==> src/rtl/ami_types_pkg.sv <==
// Shared AMI request types and per-app memory-partition defaults.
package AMITypes;

  localparam int AMI_APP_BITS        = 4;
  localparam int AMI_NUM_PORTS       = 2;
  localparam int AMI_APP_PART_SHIFT  = 33;
  localparam int AMI_REQ_QUEUE_DEPTH = 8;
  localparam int AMI_DATA_WIDTH      = 512;

  typedef struct packed {
    logic                      valid;
    logic                      isWrite;
    logic [63:0]               addr;
    logic [AMI_DATA_WIDTH-1:0] data;
    logic [5:0]                size;
  } AMIRequest;

endpackage

==> src/rtl/ami_app_req_queue_fifo.sv <==
// Generic DEPTH-entry AMIRequest FIFO; head is presented registered, no empty bypass.
module ami_req_fifo
  import AMITypes::*;
#(
  parameter int DEPTH = AMI_REQ_QUEUE_DEPTH
) (
  input  logic                       i_clk,
  input  logic                       i_rst,
  input  logic                       i_push,
  input  AMIRequest                  i_data,
  input  logic                       i_pop,
  output AMIRequest                  o_data,
  output logic                       o_full,
  output logic                       o_empty,
  output logic [$clog2(DEPTH):0]     o_count
);

  localparam int PTR_W = $clog2(DEPTH);
  localparam int CNT_W = PTR_W + 1;

  AMIRequest        r_mem [DEPTH];
  logic [PTR_W-1:0] r_wr_ptr;
  logic [PTR_W-1:0] r_rd_ptr;
  logic [CNT_W-1:0] r_count;
  logic             w_push;
  logic             w_pop;

  assign o_full  = (r_count == CNT_W'(DEPTH));
  assign o_empty = (r_count == '0);
  assign o_count = r_count;
  assign w_push  = i_push & ~o_full;
  assign w_pop   = i_pop & ~o_empty;

  // Storage is not reset; an empty queue drives an all-zero head instead.
  always_ff @(posedge i_clk) begin
    if (w_push) r_mem[r_wr_ptr] <= i_data;
  end

  always_ff @(posedge i_clk or posedge i_rst) begin
    if (i_rst) begin
      r_wr_ptr <= '0;
      r_rd_ptr <= '0;
      r_count  <= '0;
    end else begin
      if (w_push) r_wr_ptr <= r_wr_ptr + PTR_W'(1);
      if (w_pop)  r_rd_ptr <= r_rd_ptr + PTR_W'(1);
      case ({w_push, w_pop})
        2'b10:   r_count <= r_count + CNT_W'(1);
        2'b01:   r_count <= r_count - CNT_W'(1);
        default: r_count <= r_count;
      endcase
    end
  end

  always_comb begin
    o_data = '0;
    if (!o_empty) begin
      o_data       = r_mem[r_rd_ptr];
      o_data.valid = 1'b1;
    end
  end

endmodule

==> src/rtl/ami_app_req_queue.sv <==
// Per-app, per-port request queue: partition check, FIFO buffering, and
// sticky fault capture for requests that fall outside the app's partition.
module ami_app_req_queue
  import AMITypes::*;
#(
  parameter int DEPTH      = AMI_REQ_QUEUE_DEPTH,
  parameter int PART_SHIFT = AMI_APP_PART_SHIFT,
  parameter int APP_BITS   = AMI_APP_BITS
) (
  input  logic                   i_clk,
  input  logic                   i_rst,
  input  logic                   i_enabled,
  input  logic [APP_BITS-1:0]    i_app_num,
  input  AMIRequest              i_in_req,
  output logic                   o_in_grant,
  output AMIRequest              o_out_req,
  input  logic                   i_out_grant,
  output logic [$clog2(DEPTH):0] o_occupancy,
  output logic                   o_fault,
  output logic [63:0]            o_fault_addr,
  output logic [15:0]            o_fault_cnt,
  input  logic                   i_fault_clr
);

  logic        w_in_range;
  logic        w_full;
  logic        w_empty;
  logic        w_push;
  logic        w_drop;
  logic        w_pop;
  logic        r_fault;
  logic [63:0] r_fault_addr;
  logic [15:0] r_fault_cnt;

  assign w_in_range = ((i_in_req.addr >> PART_SHIFT) == 64'(i_app_num));
  // Full blocks push regardless of a same-cycle pop, keeping out_grant off the grant path.
  assign o_in_grant = i_enabled & i_in_req.valid & (~w_in_range | ~w_full);
  assign w_push     = o_in_grant & w_in_range;
  assign w_drop     = o_in_grant & ~w_in_range;
  assign w_pop      = o_out_req.valid & i_out_grant;

  ami_req_fifo #(.DEPTH(DEPTH)) u_fifo (
    .i_clk   (i_clk),
    .i_rst   (i_rst),
    .i_push  (w_push),
    .i_data  (i_in_req),
    .i_pop   (w_pop),
    .o_data  (o_out_req),
    .o_full  (w_full),
    .o_empty (w_empty),
    .o_count (o_occupancy)
  );

  always_ff @(posedge i_clk or posedge i_rst) begin
    if (i_rst) begin
      r_fault      <= 1'b0;
      r_fault_addr <= '0;
      r_fault_cnt  <= '0;
    end else if (i_fault_clr) begin
      r_fault      <= 1'b0;
      r_fault_addr <= '0;
      r_fault_cnt  <= '0;
    end else if (w_drop) begin
      r_fault <= 1'b1;
      if (!r_fault)                r_fault_addr <= i_in_req.addr;
      if (r_fault_cnt != 16'hFFFF) r_fault_cnt  <= r_fault_cnt + 16'd1;
    end
  end

  assign o_fault      = r_fault;
  assign o_fault_addr = r_fault_addr;
  assign o_fault_cnt  = r_fault_cnt;

  logic w_unused;
  assign w_unused = w_empty;

endmodule

==> config.mk <==
export PLATFORM = sky130hd
export DESIGN_NAME = ami_app_req_queue
export DESIGN_NICKNAME = d
export VERILOG_FILES = /design/src/rtl/ami_types_pkg.sv /design/src/rtl/ami_app_req_queue_fifo.sv /design/src/rtl/ami_app_req_queue.sv
export SDC_FILE = /design/constraint.sdc
export NUM_CORES = 2
export LEC_CHECK = 0
export BUFFER_PORTS_ARGS = -buffer_cell sky130_fd_sc_hd__clkbuf_2
export CAP_MARGIN = 10
export CORE_MARGIN = 5
export CORE_UTILIZATION = 28
export CTS_BUF_LIST = sky130_fd_sc_hd__clkbuf_4
export DETAILED_ROUTE_END_ITERATION = 12
export PLACE_DENSITY = 0.48
export RECOVER_POWER = 25
export SYNTH_ARGS = -nofsm -noshare
export SYNTH_HDL_FRONTEND = slang
export SYNTH_MEMORY_MAX_BITS = 65536
export SYNTH_SLANG_ARGS = --single-unit
==> constraint.sdc <==
create_clock -name i_clk -period 81.5 [get_ports i_clk]
set_clock_uncertainty 0.1 [all_clocks]
set_input_delay 4.075 -clock i_clk [delete_from_list [all_inputs] [get_ports i_clk]]
set_output_delay 4.075 -clock i_clk [all_outputs]
set_load 0.02 [all_outputs]
Word level (Yosys, flattened, before mapping) --
Memories as Yosys holds them, arrays and structs flattened. Cells that the tools add are included.
Storage, ports and cells: bits in registers 91, bits in writable memories 4672, bits of input ports 593, output and inout bits 670, logic and storage cells 47, memories 1
Memory list:
- u_fifo.r_mem | words 8, width 584, read ports 1, clocked after memory_dff 0, wr ports 1, RTL line ami_app_req_queue_fifo.sv:21 | AMIRequest r_mem [DEPTH];
Cells by class: $add $sub $neg 5, equal/unequal tests 6, multiplexer cells 12, bitwise logic cells 11, reductions and logical operators 6
Operators by type and width (count):
- $mux W584 | 1
- $mux W64 | 3
- $mux W16 | 3
- $eq A31 B4 Y1 | 1
- $add A16 B1 Y16 const B | 1
- $ne A16 B16 Y1 const B | 1
- $pmux W4 S2 | 1
- $and A1 B1 Y1 | 7
- $add A3 B1 Y3 const B | 2
- $reduce_bool A2 Y1 | 3
- $add A4 B1 Y4 const B | 1
- $eq A4 B4 Y1 const B | 1
- $logic_not A4 Y1 | 1
- $mux W1 | 4
- $reduce_and A2 Y1 | 2
- $sub A4 B1 Y4 const B | 1
- $not A1 Y1 | 3
- $eq A2 B1 Y1 const B | 1
- $eq A2 B2 Y1 const B | 1
- $ne A2 B2 Y1 const B | 1
- $or A1 B1 Y1 | 1

Longest topological paths before layout --
word-level depth 8, depth in mapped cells 12, gate-level depth less buffers 11

Cells and area by module --
From an unflattened synthesis, not the netlist that was laid out.
Unflattened totals: cell total of the unflattened synthesis 7210, area total of the unflattened synthesis 178179.6 um2
Modules (own cells, without submodules):
- ami_req_fifo | instances 1, cells an instance 6870, area each 174426.0 um2, seq. area each 140304.6 um2
- ami_app_req_queue | instances 1, cells an instance 340, area each 3753.6 um2, seq. area each 2026.9 um2

Worst setup path before layout --
OpenSTA, ideal clock, no wires.
kind input to register, start in i_in_req[556] (netlist bit), end mem u_fifo.r_mem[0][0] (netlist bit) (enable), data arrival time 44364 ps, setup slack 34794 ps, cell stages on the path 6, buffers on the path 1, path through nor4_1 -> nand4_1 -> nor3_2 -> buf_2 -> nand4b_1 -> nor3_1
On the way: word-level cells in the longest chain between the ends 8
Ends and longest elaborated chain:
- start, declared | RTL line ami_app_req_queue.sv:14 | input AMIRequest i_in_req,
- $eq A31 B4 Y1 (*) | RTL line ami_app_req_queue.sv:35 | assign w_in_range = ((i_in_req.addr >> PART_SHIFT) == 64'(i_app_num));
- $not A1 Y1 | RTL line ami_app_req_queue.sv:37 | assign o_in_grant = i_enabled & i_in_req.valid & (~w_in_range | ~w_full);
- $or A1 B1 Y1 | RTL line ami_app_req_queue.sv:37
- $and A1 B1 Y1 | RTL line ami_app_req_queue.sv:37
- $and A1 B1 Y1 (*) | RTL line ami_app_req_queue.sv:38 | assign w_push = o_in_grant & w_in_range;
- $and A1 B1 Y1 (*) | RTL line ami_app_req_queue_fifo.sv:31 | assign w_push = i_push & ~o_full;
- $mux W1 (*) | RTL line ami_app_req_queue_fifo.sv:36 | if (w_push) r_mem[r_wr_ptr] <= i_data;
- $mux W1 (implied by the code) (*) | RTL line ami_app_req_queue_fifo.sv:36
- end, declared | RTL line ami_app_req_queue_fifo.sv:21
Mark *: on every way between the ends. The rest lies on a longest branch, timed or not.

==> reports/results.txt <==
Hold crit path type - flop to flop
Port bufs - 1262
Worst hold path depth - 1
Endpoints failing setup - 0
Nets@finish - 10702
Worst EP required - 77320 ps
Sink Count - 4755
Slew HR - -0.164
Share of cells above drive strength 1 - 0.386
F_max - 71.5 MHz
CTS tree - built
Distinct cells, synth - 47
Ports - 1263
HPWL Detailed - 297000 um
Initial antenna violation count - 191
Fin crit share - 0.171
Die area - 659000 um^2
DR iter-0 viols - 6210
Setup TNS - 0 ps
Synth Cell Area - 180000 um^2
Worst Path Arrival - 9800 ps
Synth Instances - 7721
R2r endpoint - u_fifo.r_mem[5][113]$_DFFE_PP_
Drt via density - 4.62
Clock group share of total power - 0.291
Layout Utilization - 0.331
Post-route insts no fill - 19598
Crit start category - flop
Routed wire length - 498000 um
Unrepaired setup endpoints after global routing - false
Post-synth net total - 8321
Final Power - 7.02 mW
Area leader, netlist - edfxtp_1
Pin count of the biggest net entering global routing - 110
Leak - 70.4 nW
Dpl cells - 17351
Synth top area share - 0.778
Num CTS Buffers - 1333
Die W - 812 um
Status - finished with violations
Crit path time final - 13980 ps
Syn_area_per_cell - 23.3 um^2
CTS max path bufs - 5
H-Tree Level Count - 7
Max_cap viols - 1
First-pass GRT wire length - 708000 um
P_int - 4.62 mW
Post-CTS sizing - 0
R2R Path Start - u_fifo.o_count[0]$_DFFE_PP0P_
Post-synthesis mux area share - 0.179
Final GP Congestion - 0.754
Failing checks - max-capacitance violations, max-slew violations
CP max FO - 44
Avg WL per Cell - 25.4 um
Routed via count - 90462
Synth Area in Simple Gates - 0.0153
Worst R2R Path Depth - 11
HP Start - o_fault_addr[18]$_DFFE_PP0P_
Slew Limit Fails - 30
Residual DRC - 0
Worst-skew pair later-pin latency - 1730 ps
Largest family of logic cells by synthesized area - multiplexers
Worst slew pin tran - 1740 ps
Top cells by area in the synthesized netlist - edfxtp_1, mux4_2, mux2i_1
Most common cell after layout, fill and taps aside - edfxtp_1
Cell row count - 294
Critical path origin - u_fifo.r_rd_ptr[0]$_DFFE_PP0P_
First-pass DRT Iterations - 5
Net Sw Frac - 0.341
Worst R2R Setup Slack - 74180 ps
Yosys warnings - 0
Worst-path clk slew - 70 ps
IR Drop Worst-Case VDD - 24.8 uV
Worst setup path category - flop to output port
Endpoints failing hold - 0
Pwr Density - 33.0 nW/um^2
DP Area - 197000 um^2
Gr usage total - 0.149
Post-route ant nets - 0
Most frequent cells in the layout - edfxtp_1, clkbuf_4, mux4_2
Core Area - 641000 um^2
P_sw - 2.39 mW
Root Buffer - clkbuf_4
Area share of xor/xnor cells in the synthesized design - 0.000584
Starting Density - 0.281
Sequential share of power - 0.385
Post-synthesis sequential area ratio - 0.790
Total gr overflow - 0
Design area - 212000 um^2
Vias in the first global route - 97822
WHS Endpoint - o_fault_addr[18]$_DFFE_PP0P_
Complex-gate fraction of the synthesized area - 0.00400
Post-CTS Setup Inserts - 0
Synth Area in Adders - 0.000528
Number of synthesized register bits - 4755
Die Height - 812 um
Syn-to-layout area delta - 17.9%
Hold buffer count at CTS - 0
Worst setup EP type - output port
Combinational share of power - 0.324
## state kept, by name, summed over array words and instances, names as in the netlist
signal	flops
u_fifo.o_count	4
u_fifo.r_rd_ptr	3
o_fault_cnt	16
u_fifo.r_wr_ptr	3
u_fifo.r_mem	4664
o_fault	1
o_fault_addr	64
## per-stage QoR
step           hold WS [ps]  setup WS, ps
2_1_floorplan           398         34790
3_3_place_gp            383         68890
3_5_place_dp            385         68760
4_1_cts                 403         66590
5_1_grt                 415         66100
6_report                401         67520
## power groups by stage
stage / sequential [mW] / combinational [mW] / clock [mW]
after CTS: 2.70 / 2.35 / 2.13
after global routing: 2.70 / 2.43 / 2.26
final: 2.70 / 2.27 / 2.04
after floorplan: 2.74 / 1.49 / 0
after detailed placement: 2.76 / 2.34 / 0
after global placement: 2.76 / 2.34 / 0
## per-layer routing
| metal | GRT usage | share of wire | up-vias |
|---|---|---|---|
| met5 | 0 | 0.0015 | - |
| met4 | 0.0537 | 0.025 | 122 |
| met3 | 0.0497 | 0.074 | 1078 |
| met2 | 0.247 | 0.50 | 3162 |
| met1 | 0.180 | 0.40 | 48020 |
| li1 | - | - | 38080 |
## worst max-delay path, stage by stage (launching register included)
cell and delay [ps]:
dfrtp_4 700, buf_4 630, buf_4 650, buf_4 660
buf_4 700, buf_4 820, buf_4 850, buf_4 690
buf_4 760, mux4_2 590, mux2i_1 410, nor2_1 100
clkbuf_2 190
## cell usage after synthesis (all sizes together)
master and number:
edfxtp 4664, mux4 1166, nor2 602, mux2i 585, buf 255, clkbuf 154, dfrtp 91, a22o 64
nand2 16, a21oi 10, nor3 10, xnor2 10, inv 9, nand3 9, nand4 9, nor4 9
o21ai 8, mux2 7, or3 7, ha 6, and3 4, nor2b 4, or4 4, nand2b 2
o21a 2, o31a 2, o31ai 2, xor2 2, a21o 1, a31oi 1, and2 1, and4 1
fa 1, nand4b 1, o41ai 1, or2 1
## kinds of logic after synthesis
kind of cell,count (synthesis)
xor+xnor,12
buf+inv,418
flops,4755
compound gates,91
fa+ha+maj,7
mux,1758
simple gates,680
## cell type report
class / count / area, um^2
Antenna cell: 82 / 205
Clock buffer: 1891 / 14200
Clock inverter: 274 / 1320
Fill cell: 61401 / 429000
Inverter: 9 / 35.0
Multi-Input combinational cell: 2548 / 36000
Sequential cell: 4755 / 142000
Tap cell: 8584 / 10700
Timing Repair Buffer: 1455 / 7490
## worst max-delay path by stage
stage                                           endpoint  depth (start not counted)
after floorplan             u_fifo.r_mem[0][0]$_DFFE_PP_                          6
after global placement                     o_out_req[93]                         12
after detailed placement  u_fifo.r_mem[5][107]$_DFFE_PP_                         14
after CTS                                  o_out_req[93]                         12
after global routing                       o_out_req[93]                         12
final                                      o_out_req[84]                         12
Power figures use the tool's default switching activity.
